`src/rtl/scan_display_ctrl.sv`:
```
// rtl/scan_display_ctrl.sv - multiplexed seven-segment scan controller
// Prescaled digit scan with a frame-aligned input shadow, per-slot blanking and registered outputs.
module scan_display_ctrl #(
  parameter int N_DIGITS = 8,
  parameter int DIV      = 1000,
  parameter int BLANK    = 16
) (
  input  logic                    clock,
  input  logic                    rst_n,
  input  logic                    enable,
  input  logic [4*N_DIGITS-1:0]   value,
  input  logic [N_DIGITS-1:0]     dp_en,
  input  logic [N_DIGITS-1:0]     digit_en,
  output logic [7:0]              seg,
  output logic [N_DIGITS-1:0]     sel,
  output logic                    frame_start
);

  localparam int PW = $clog2(DIV);
  localparam int IW = (N_DIGITS > 1) ? $clog2(N_DIGITS) : 1;
  localparam logic [PW-1:0]       DIV_M1  = PW'(DIV - 1);
  localparam logic [PW-1:0]       BLANK_P = PW'(BLANK);
  localparam logic [IW-1:0]       IDX_M1  = IW'(N_DIGITS - 1);
  localparam logic [N_DIGITS-1:0] ONE     = N_DIGITS'(1);

  logic [PW-1:0]         pcnt_q, pcnt_d;
  logic [IW-1:0]         idx_q, idx_d;
  logic [4*N_DIGITS-1:0] val_q, val_d;
  logic [N_DIGITS-1:0]   dp_q, dp_d;
  logic [N_DIGITS-1:0]   den_q, den_d;
  logic [7:0]            seg_q, seg_d;
  logic [N_DIGITS-1:0]   sel_q, sel_d;
  logic                  fs_q, fs_d;

  logic       load;
  logic       dark;
  logic [3:0] nib;
  logic [7:0] glyph;

  function automatic logic [7:0] decode(input logic [3:0] n);
    case (n)
      4'h0: decode = 8'hFC;
      4'h1: decode = 8'h60;
      4'h2: decode = 8'hDA;
      4'h3: decode = 8'hF2;
      4'h4: decode = 8'h66;
      4'h5: decode = 8'hB6;
      4'h6: decode = 8'hBE;
      4'h7: decode = 8'hE0;
      4'h8: decode = 8'hFE;
      4'h9: decode = 8'hF6;
      4'hA: decode = 8'hEE;
      4'hB: decode = 8'h3E;
      4'hC: decode = 8'h1A;
      4'hD: decode = 8'h7A;
      4'hE: decode = 8'h9E;
      default: decode = 8'h8E;
    endcase
  endfunction

  always_comb begin
    pcnt_d = pcnt_q;
    idx_d  = idx_q;
    if (!enable) begin
      pcnt_d = '0;
      idx_d  = '0;
    end else if (pcnt_q == DIV_M1) begin
      pcnt_d = '0;
      idx_d  = (idx_q == IDX_M1) ? '0 : idx_q + 1'b1;
    end else begin
      pcnt_d = pcnt_q + 1'b1;
    end
  end

  // The frame-start edge decodes from the freshly captured inputs so the
  // very first slot of a frame can never show the previous frame's data.
  always_comb begin
    load  = (pcnt_q == '0) && (idx_q == '0);
    val_d = load ? value    : val_q;
    dp_d  = load ? dp_en    : dp_q;
    den_d = load ? digit_en : den_q;
  end

  always_comb begin
    nib   = val_d[{idx_q, 2'b00} +: 4];
    glyph = decode(nib);
    dark  = !enable || (pcnt_q < BLANK_P) || !den_d[idx_q];
    seg_d = dark ? 8'h00 : {glyph[7:1], dp_d[idx_q]};
    sel_d = dark ? '1 : ~(ONE << idx_q);
    fs_d  = enable && load;
  end

  always_ff @(posedge clock or negedge rst_n) begin
    if (!rst_n) begin
      pcnt_q <= '0;
      idx_q  <= '0;
      val_q  <= '0;
      dp_q   <= '0;
      den_q  <= '0;
      seg_q  <= 8'h00;
      sel_q  <= '1;
      fs_q   <= 1'b0;
    end else begin
      pcnt_q <= pcnt_d;
      idx_q  <= idx_d;
      val_q  <= val_d;
      dp_q   <= dp_d;
      den_q  <= den_d;
      seg_q  <= seg_d;
      sel_q  <= sel_d;
      fs_q   <= fs_d;
    end
  end

  assign seg         = seg_q;
  assign sel         = sel_q;
  assign frame_start = fs_q;

endmodule
```
`config.mk`:
```
export PLATFORM = sky130hd
export DESIGN_NAME = scan_display_ctrl
export DESIGN_NICKNAME = d
export VERILOG_FILES = /design/src/rtl/scan_display_ctrl.sv
export SDC_FILE = /design/constraint.sdc
export NUM_CORES = 1
export LEC_CHECK = 0
export ABC_AREA = 1
export CORE_ASPECT_RATIO = 1.75
export CORE_UTILIZATION = 53
export CTS_CLUSTER_DIAMETER = 200
export DETAILED_ROUTE_END_ITERATION = 6
export HOLD_SLACK_MARGIN = 0.12
export PLACE_DENSITY = 0.8
export SYNTH_ARGS = -nofsm -noshare
export SYNTH_HDL_FRONTEND = slang
export SYNTH_SLANG_ARGS = --single-unit
```
`constraint.sdc`:
```
create_clock -name clock -period 3.8 [get_ports clock]
set_input_delay 0.38 -clock clock [delete_from_list [all_inputs] [get_ports clock]]
set_output_delay 0.38 -clock clock [all_outputs]
set_load 0.01 [all_outputs]
```
==> impl_metrics.tcl, run 1 <==
set metrics [dict create \
    status "finished clean" \
    drive_above_1_share_pct 10.1 \
    die_h_um 118 \
    cts_hold_buf 0 \
    fin_setup_tns_ps 0 \
    fin_nets 627 \
    synthMuxAreaShare_pct 0 \
    hold_viol_final 0 \
    io_buffers 67 \
    drtIter0Drc 198 \
    utilization_pct 69.1 \
    synth_xor_area_share_pct 0.215 \
    min_path_type "input port to asynchronous set/reset pin" \
    diodes 0 \
    synth_top_area_share_pct 43.0 \
    min_period_ps 3060 \
    ctsResizeCount 0 \
    drv_cap 0 \
    synth_area_leaders "dfrtp_1 (43%), nand2_1 (13%), nand3_1 (12%)" \
    postCtsSetupBuffers 0 \
    total_power_uw 2940 \
    crit_type "flip-flop to flip-flop" \
    grt_max_degree 79 \
    dr.pass1.iters 4 \
    drt_wl_total_um 9710 \
    powerDensity_nw_per_um2 580 \
    numCtsBuffers 9 \
    multiInputGateArea_um2 1780 \
    yosys_warnings 0 \
    startpoint "idx_q[1]" \
    critPathRequiredTime_ps 4020 \
    ys_seq_area_share_pct 48.2 \
    setup_violations 0 \
    synth_compound_area_share_pct 2.83 \
    synth_cells 501 \
    clock_sinks 78 \
    dieArea_um2 8050 \
    htreeDepth 3 \
    start_util_pct 55.5 \
    row_count 41 \
    synth_area_per_cell_um2 8.13 \
    synthAdderAreaFrac_pct 4.30 \
    wire_per_inst_um 14.9 \
    grt_use_total_pct 26.9 \
    ios 68 \
    yosys.area_share.simple_pct 36.4 \
    die_w_um 68.3 \
    clk_pin_slew_ps 60 \
    grt_pass1_vias 3596 \
    syn_nets 566 \
    vias 3465 \
    ys_types 32 \
    vias_per_cell 5.31 \
    synth_area_leader_cell "dfrtp_1" \
    worst_clock_skew_ps 4.93 \
    arrival_ps 3280 \
    worst_pin_slew_ps 980 \
    holdWs_ps 189 \
    grt_setup_unrepaired "no" \
    r2r-start "idx_q[1]" \
    cp-start-kind "flip-flop" \
    nFillCells 586 \
    regArea_um2 1960 \
    drcViolationCount 0 \
    cp-end-kind "flip-flop" \
    max_freq_mhz 327 \
    cts_tree "built" \
    slew_violations 0 \
    clock_path_buffers 2 \
    antenna_found_initial 0 \
    routabilityCongestion 0.898 \
    core-area_um2 7340 \
    rrSetupSlack_ps 740 \
    vdd_drop_max_mv 0.327 \
    place_ws_ps 788 \
    leakage_uw 0.00249 \
    synth_seq_cells 78 \
    hpwl_um 6810 \
    critPathMaxFanout 18 \
    syn_area_um2 4070 \
    clockRootBuffer "clkbuf_16" \
    grt-ovfl-total 0 \
    finalCritPeriodShare_pct 80.4 \
    area_growth_pct 24.4 \
    fin_ws_ps 743 \
    slew_headroom_pct 34.7 \
    drtAntennaViolNets 0 \
    grt_pass1_wl_um 16000 \
    synth_top_family_by_area "simple AND/OR/NAND/NOR gates" \
    clkLatencyLatePin_ps 340 \
]
[per-layer routing]
| layer | track usage [%] | up-vias | wire (µm) |
|---|---|---|---|
| met3 | 5.14 | 19 | 330 |
| met5 | 0 | - | 0 |
| met4 | 11.1 | 0 | 283 |
| met2 | 48.9 | 64 | 5410 |
| li1 | - | 1725 | - |
| met1 | 28.6 | 1657 | 3690 |
[where the power goes]
part | total (µW) | internal, µW | switching [µW]
logic | 905 | 338 | 567
clock network | 924 | 591 | 333
registers | 1110 | 1040 | 73.9
[area by class of cell]
type / count / share of cell area (%)
flip-flops and latches: 78 / 38.7
multi-input cells: 354 / 35.2
clock buffers: 10 / 4.72
repair buffers: 74 / 14.2
well taps: 86 / 2.12
clock inverters: 6 / 1.65
inverters: 45 / 3.38
[state kept, by name, summed over array words and instances (netlist names)]
name,flops
den_q,8
dp_q,8
frame_start,1
idx_q,3
pcnt_q,10
seg,8
sel,8
val_q,32
[kinds of logic after synthesis]
logic type                 after synthesis
AOI/OAI and AO/OA                       22
xor gates and xnor gates                 1
adders and majority gates               14
buffers and inverters                   69
DFF                                     78
and+or+nand+nor                        317
[cell usage in the layout (no fill, tap or decap), drive strengths merged, types with 10 or more instances in the layout]
master         netlist  final
nor2                33     33
clkdlybuf4s50        0     66
inv                 45     46
clkbuf               6     10
ha                  14     14
dfrtp               70     70
nand2              146    146
nand3              104    104
and2                12     12
o21ai               12     12
nand3b              11     11
[synthesized netlist by cell type, drive strengths merged]
cell / instances
nand2: 146
nand3: 104
dfrtp: 70
inv: 45
nor2: 33
buf: 18
ha: 14
and2: 12
o21ai: 12
nand3b: 11
a21oi: 8
dfstp: 8
clkbuf: 6
nor3: 6
o211ai: 2
or2: 2
and3: 1
nand4: 1
nor3b: 1
xor2: 1
[path summary, 6_finish.rpt]
| path | cells after the start | endpoint |
|---|---|---|
| worst max-delay path | 16 | seg[4] |
| worst min-delay path | 1 | val_q[30] |
| worst max register to register | 16 | seg[4] |
| worst min register to register | 2 | val_q[21] |
| max in group asynchronous | 1 | seg[1] |
| min in group clock | 2 | val_q[21] |
[stage by stage]
stage	instance area (µm²)	instances
final	5070	653
after floorplan	4070	501
after global routing	5070	653
after CTS	5070	653
after global placement	4740	637
after detailed placement	4740	637
[worst max-delay path, stage by stage (launching register included)]
cell and delay, ps:
dfrtp_1 710, inv_1 130, ha_1 240, nand2_1 110, nor2_4 50, nand2_2 270
buf_4 280, nand2_1 90, o211ai_1 90, nand3_1 100, nand3_1 100, nand2_2 130
inv_2 90, ha_1 160, nand3_1 130, a21oi_1 180, nor2_1 60
Power figures use the tool's default switching activity.
==> inputs of run 2 (changes only) <==
--- a/config.mk
+++ b/config.mk
@@ -7,11 +7,11 @@
 export LEC_CHECK = 0
 export ABC_AREA = 1
 export CORE_ASPECT_RATIO = 1.75
-export CORE_UTILIZATION = 53
+export CORE_UTILIZATION = 48
 export CTS_CLUSTER_DIAMETER = 200
 export DETAILED_ROUTE_END_ITERATION = 6
 export HOLD_SLACK_MARGIN = 0.12
-export PLACE_DENSITY = 0.8
+export PLACE_DENSITY = 0.76
 export SYNTH_ARGS = -nofsm -noshare
 export SYNTH_HDL_FRONTEND = slang
 export SYNTH_SLANG_ARGS = --single-unit
==> constraint.sdc (replaced) <==
create_clock -name clock -period 2.52 [get_ports clock]
set_input_delay 0.252 -clock clock [delete_from_list [all_inputs] [get_ports clock]]
set_output_delay 0.252 -clock clock [all_outputs]
set_load 0.01 [all_outputs]
==> run 2 against run 1 <==
Against the previous run: critical path depth is the same; global-route usage is 2.2 points lower; register-to-register slack worse by 700 ps; first-iteration DRC count up 28%.
==> impl_metrics.tcl, run 2 (same netlist as run 1, synthesis figures left out) <==
set metrics [dict create \
    largest_reg_flops 32 \
    slew_headroom_pct 34.8 \
    top_regs "val_q: 32 flops, pcnt_q: 10 flops" \
    drive_above_1_share_pct 16.0 \
    swShare_pct 33.1 \
    drtAntennaViolNets 0 \
    netSwitchingPower_uw 1560 \
    rrSetupSlack_ps 50 \
    drtIter0Drc 253 \
    clkLatencyLatePin_ps 340 \
    area_growth_pct 32.7 \
    clk_pin_slew_ps 60 \
    hp-start "val_q[6]" \
    worst_clock_skew_ps 4.68 \
    min_period_ps 2470 \
    p_clk_share_pct 30.3 \
    grt_max_degree 79 \
    drt_wl_total_um 10600 \
    cp_common_cell "nand2_1" \
    dpl-instance-area_um2 4830 \
    regArea_um2 1960 \
    fin_nets 643 \
    htreeDepth 3 \
    grt-ovfl-total 0 \
    worst_path_max_delay_cell "dfrtp_1" \
    leakage_uw 0.00262 \
    seq_power_share_pct 35.5 \
    vias 3672 \
    fin_ws_ps 45.1 \
    min_path_type "flip-flop to flip-flop" \
    intPower_uw 3160 \
    die_w_um 71.6 \
    clock_path_buffers 2 \
    grt_use_total_pct 24.7 \
    cp-start-kind "flip-flop" \
    setup_violations 0 \
    hold_viol_final 0 \
    slew_violations 0 \
    vias_per_cell 5.44 \
    place_ws_ps 29.3 \
    dr.pass1.iters 5 \
    layout_common_cells "nand2_1 (137), nand3_1 (90), dfrtp_1 (70)" \
    top_register "val_q" \
    arrival_ps 2730 \
    die_h_um 124 \
    drcViolationCount 0 \
    vdd_drop_max_mv 0.469 \
    grt_pass1_wl_um 16600 \
    diodes 0 \
    nFillCells 690 \
    critPathRequiredTime_ps 2770 \
    routabilityCongestion 0.887 \
    hold_path_depth 2 \
    cts_tree "built" \
    numCtsBuffers 9 \
    dieArea_um2 8870 \
    io_buffers 67 \
    drv_cap 0 \
    hpwl_um 7010 \
    status "finished clean" \
    final_cells 675 \
    worstRegToRegCells 16 \
    cp-end-kind "flip-flop" \
    finalCritPeriodShare_pct 98.2 \
    grt_pass1_vias 3684 \
    worst_pin_slew_ps 977 \
    wire_per_inst_um 15.7 \
    multiInputGateArea_um2 1890 \
    grt_setup_unrepaired "yes" \
    clock_sinks 78 \
    powerDensity_nw_per_um2 873 \
    fin_area_um2 5400 \
    core-area_um2 8260 \
    ios 68 \
    critPathMaxFanout 7 \
    row_count 44 \
    final_common_cell "nand2_1" \
    r2r-start "idx_q[0]" \
    clockRootBuffer "clkbuf_16" \
    max_freq_mhz 404 \
    worstPathCellList "inv_6 -> ha_2 -> nand2_1 -> nor2_4 -> nand2_4 -> clkbuf_16 -> nand2_1 -> nand3_1 -> nand3_1 -> nand3_2 -> nand2_4 -> inv_2 -> ha_1 -> nand2_1 -> a21oi_2 -> nor2_2" \
    reg2reg_to "seg[4]" \
    slowest_delay_ps 420 \
    comb_power_share_pct 34.3 \
    dp.cells 649 \
    min_to "val_q[6]" \
    antenna_found_initial 0 \
    crit_type "flip-flop to flip-flop" \
    start_util_pct 49.3 \
]
run 2: changes by cell type in the layout (fill, tap and decap cells not counted), moves of 3 or more:
cell | before | now
buf_4 | 8 | 16
ha_1 | 14 | 10
ha_2 | 0 | 3
nand2_4 | 1 | 4
nand3_1 | 100 | 90
nand3_2 | 4 | 14
run 2: area by class of cell:
| type | count | area share, % |
|---|---|---|
| clock buffer | 13 | 5.00 |
| clock inverter | 3 | 1.20 |
| inverter | 45 | 3.40 |
| multi-input combinational | 354 | 35.0 |
| sequential | 78 | 36.3 |
| tap | 92 | 2.13 |
| timing repair buffer | 90 | 17.0 |
run 2: worst max-delay path, delay by kind of cell (launching register included):
family | cells | cell delay (ps)
buf+inv | 3 | 340
compound gates | 1 | 80
flops | 1 | 420
simple gates | 10 | 1210
fa+ha+maj | 2 | 360
run 2: worst max-delay path by stage:
stage,from,endpoint,slack (ps),cells past startpoint
2_1_floorplan,idx_q[0],seg[4],2,20
3_3_place_gp,idx_q[0],seg[2],120,16
3_5_place_dp,idx_q[0],seg[2],30,16
4_1_cts,idx_q[0],seg[4],5,16
5_1_grt,idx_q[0],seg[2],-60,15
6_report,idx_q[0],seg[4],50,16
run 2: routing by layer:
layer | up-vias | GRT usage, % | part of all wire (%)
li1 | 1762 | - | -
met1 | 1750 | 26.1 | 37
met2 | 118 | 45.2 | 54
met3 | 42 | 5.42 | 4.8
met4 | 0 | 13.1 | 4.4
met5 | - | 0 | 0
run 2: power by group through the flow:
stage	logic [µW]	registers [µW]	clock network [µW]
2_1_floorplan	1070	1650	0
3_3_place_gp	1370	1670	0
3_5_place_dp	1410	1680	0
4_1_cts	1440	1670	1450
5_1_grt	1800	1700	1510
6_report	1620	1670	1430
run 2: timing repair:
action | in CTS | in global routing
buffers inserted | 0 | 7
cloned | 0 | 2
pin swaps | 1 | 12
hold buffers | 1 | 0
setup endpoints to repair | 2 | 11
resized for setup | 2 | 28
endpoints found under the hold margin | 12 | 0
run 2: metrics by stage:
stage	power, µW	hold slack [ps]	setup TNS, ps	util [%]
floorplan	2730	-43.6	0	-
global placement	3030	448	0	58.5
detailed placement	3100	454	0	58.5
CTS	4570	468	0	62.7
global route	5000	490	-168	65.4
finish	4720	468	0	65.4
==> edit: new RTL, flow settings as in run 2 <==
`val_q` no longer has a reset.
--- a/src/rtl/scan_display_ctrl.sv
+++ b/src/rtl/scan_display_ctrl.sv
@@ -96,3 +96,2 @@
       idx_q  <= '0;
-      val_q  <= '0;
       dp_q   <= '0;
@@ -105,3 +104,2 @@
       idx_q  <= idx_d;
-      val_q  <= val_d;
       dp_q   <= dp_d;
@@ -114,2 +112,6 @@
 
+  always_ff @(posedge clock) begin
+    val_q <= val_d;
+  end
+
   assign seg         = seg_q;
Check against the original RTL: same outputs for any inputs over 10 cycles, from zero or initial values and one cycle with rst_n low; that may be too few to reach the edited logic, so the function may still have changed.
==> edit against run 2 <==
  * Design area shrank 4.9%
  * Synthesized cell count did not move
  * Sequential cell count is the same
  * Global-route usage about the same
  * Clock power is 4% lower
  * Setup slack improved by 0.015 ns
  * Routed wire length shrank 3.2%
  * Power is 2.9% lower
  * Area after synthesis is 3.9% lower
  * Largest cell class is now multi-input gates
  * Largest power group unchanged
==> edit: results (changes against run 2) <==
Outcome
  – Outcome: completed (unchanged)

Placed design
  – Dpl cell area: 4640 µm² (was 4830 µm²)
  – Gpl congestion: 0.956 (was 0.887)
  – DP Cell Count: 646 (was 649)
  – Dpl hpwl: 6.80 mm (was 7.01 mm)
  – Place WS: -0.0296 ns (was 0.0293 ns)

Power
  – Clock network fraction of total power: 29.9% (was 30.3%)
  – Switching Share: 33.0% (was 33.1%)
  – P_clk: 1.37 mW (was 1.43 mW)
  – Leak: 2.47 nW (was 2.62 nW)
  – Combinational gate power: 1.55 mW (was 1.62 mW)

Clocking
  – CTS Hold Buffers Added: 0 (was 1)

Detailed routing
  – DRT met1 WL: 3.73 mm (was 3.93 mm)
  – DR WL met2: 5.69 mm (was 5.67 mm)
  – Highest routed metal layer: met4 (unchanged)
  – Met3 Routed Length: 418 µm (was 509 µm)
  – Number of DRC markers in iteration 0: 262 (was 253)
  – DR WL/cell: 15.3 µm (was 15.7 µm)
  – Via count: 3612 (was 3672)

STA
  – Skew final: 0.00621 ns (was 0.00468 ns)
  – Slew margin rel.: 29.7% (was 34.8%)
  – Final hold slack: 0.0886 ns (was 0.468 ns)

Global route
  – Grt met3 use: 4.57% (was 5.42%)
  – Routing usage on met1: 26.6% (was 26.1%)
  – Number of global-route vias before repair: 3544 (was 3684)
  – Global Route Usage Sum: 24.7% (about the same)
  – Grt met2 use: 44.8% (was 45.2%)
  – Largest net degree at the start of global routing: 47 (was 79)
  – Global-route wire length before repair: 16.1 mm (was 16.6 mm)

Layout
  – P&R area growth vs syn: 31.4% (was 32.7%)
  – Non-clock buffer share: 16.8% (was 17.0%)
  – Final std cells w/o fill: 669 (was 675)
  – Buffers outside the clock class: 86 (was 90)
  – Fillcell total: 674 (was 690)
  – Nets: 639 (was 643)
  – Clock network area share: 6.28% (was 6.21%)
  – Seq/total area: 35.1% (was 36.3%)
  – Share of layout cells above drive strength 1: 13.8% (was 16.0%)

Synth
  – Commonest cells in the netlist: nand2_1 (139), nand3_1 (100), dfrtp_1 (38) (was nand2_1 (139), nand3_1 (100), dfrtp_1 (70))
  – Post-synthesis cell type count: 33 (was 32)
  – Fraction of registers with async set/reset: 59.0% (was 100%)
  – Sequential element share of the synthesized area: 46.1% (was 48.2%)
  – Synth area leaders: dfrtp_1 (24%), dfxtp_1 (16%), nand2_1 (13%), nand3_1 (13%), dfstp_2 (5.4%) (was dfrtp_1 (43%), nand2_1 (13%), nand3_1 (12%), dfstp_2 (5.2%), ha_1 (4.3%))

Worst setup path
  – Crit path DAT: 2.71 ns (was 2.73 ns)
  – R2R Path Start: idx_q[0] (unchanged)
  – Reg2reg setup slack: 0.06 ns
  – Crit path max fanout: 11 (was 7)

Hold path
  – Tightest Hold Check Type: primary input to async pin (was register to register)

Floorplanning
  – Std-Cell Rows: 43 (was 44)
edit: cell types whose count changed after synthesis:
cell / run 2 / this run
dfrtp_1: 70 / 38
dfxtp_1: 0 / 32
edit: repair_timing:
action,CTS,global route
setup buffers,0,6
gates cloned,0,1
endpoints found under the setup margin,2,10
gates resized for setup,1,23
pin swaps,0,5
edit: worst max-delay path by stage:
stage,from,endpoint,slack (ns),cells past startpoint
2_1_floorplan,idx_q[0],seg[4],0.002,20
3_3_place_gp,idx_q[0],seg[2],0.07,15
3_5_place_dp,idx_q[0],seg[2],-0.03,15
4_1_cts,pcnt_q[7],seg[2],0.01,14
5_1_grt,idx_q[0],seg[1],-0.06,16
6_report,idx_q[0],seg[4],0.06,16
edit: logic make-up (layout without fill, tap and decap cells):
kind of cell / after synthesis / after routing / synth area share [%]
xor+xnor: 1 / 1 / 0.224
simple gates: 317 / 317 / 37.9
compound gates: 22 / 22 / 2.94
buf+inv: 69 / 147 / 8.38
flops: 78 / 78 / 46.1
fa+ha+maj: 14 / 14 / 4.48
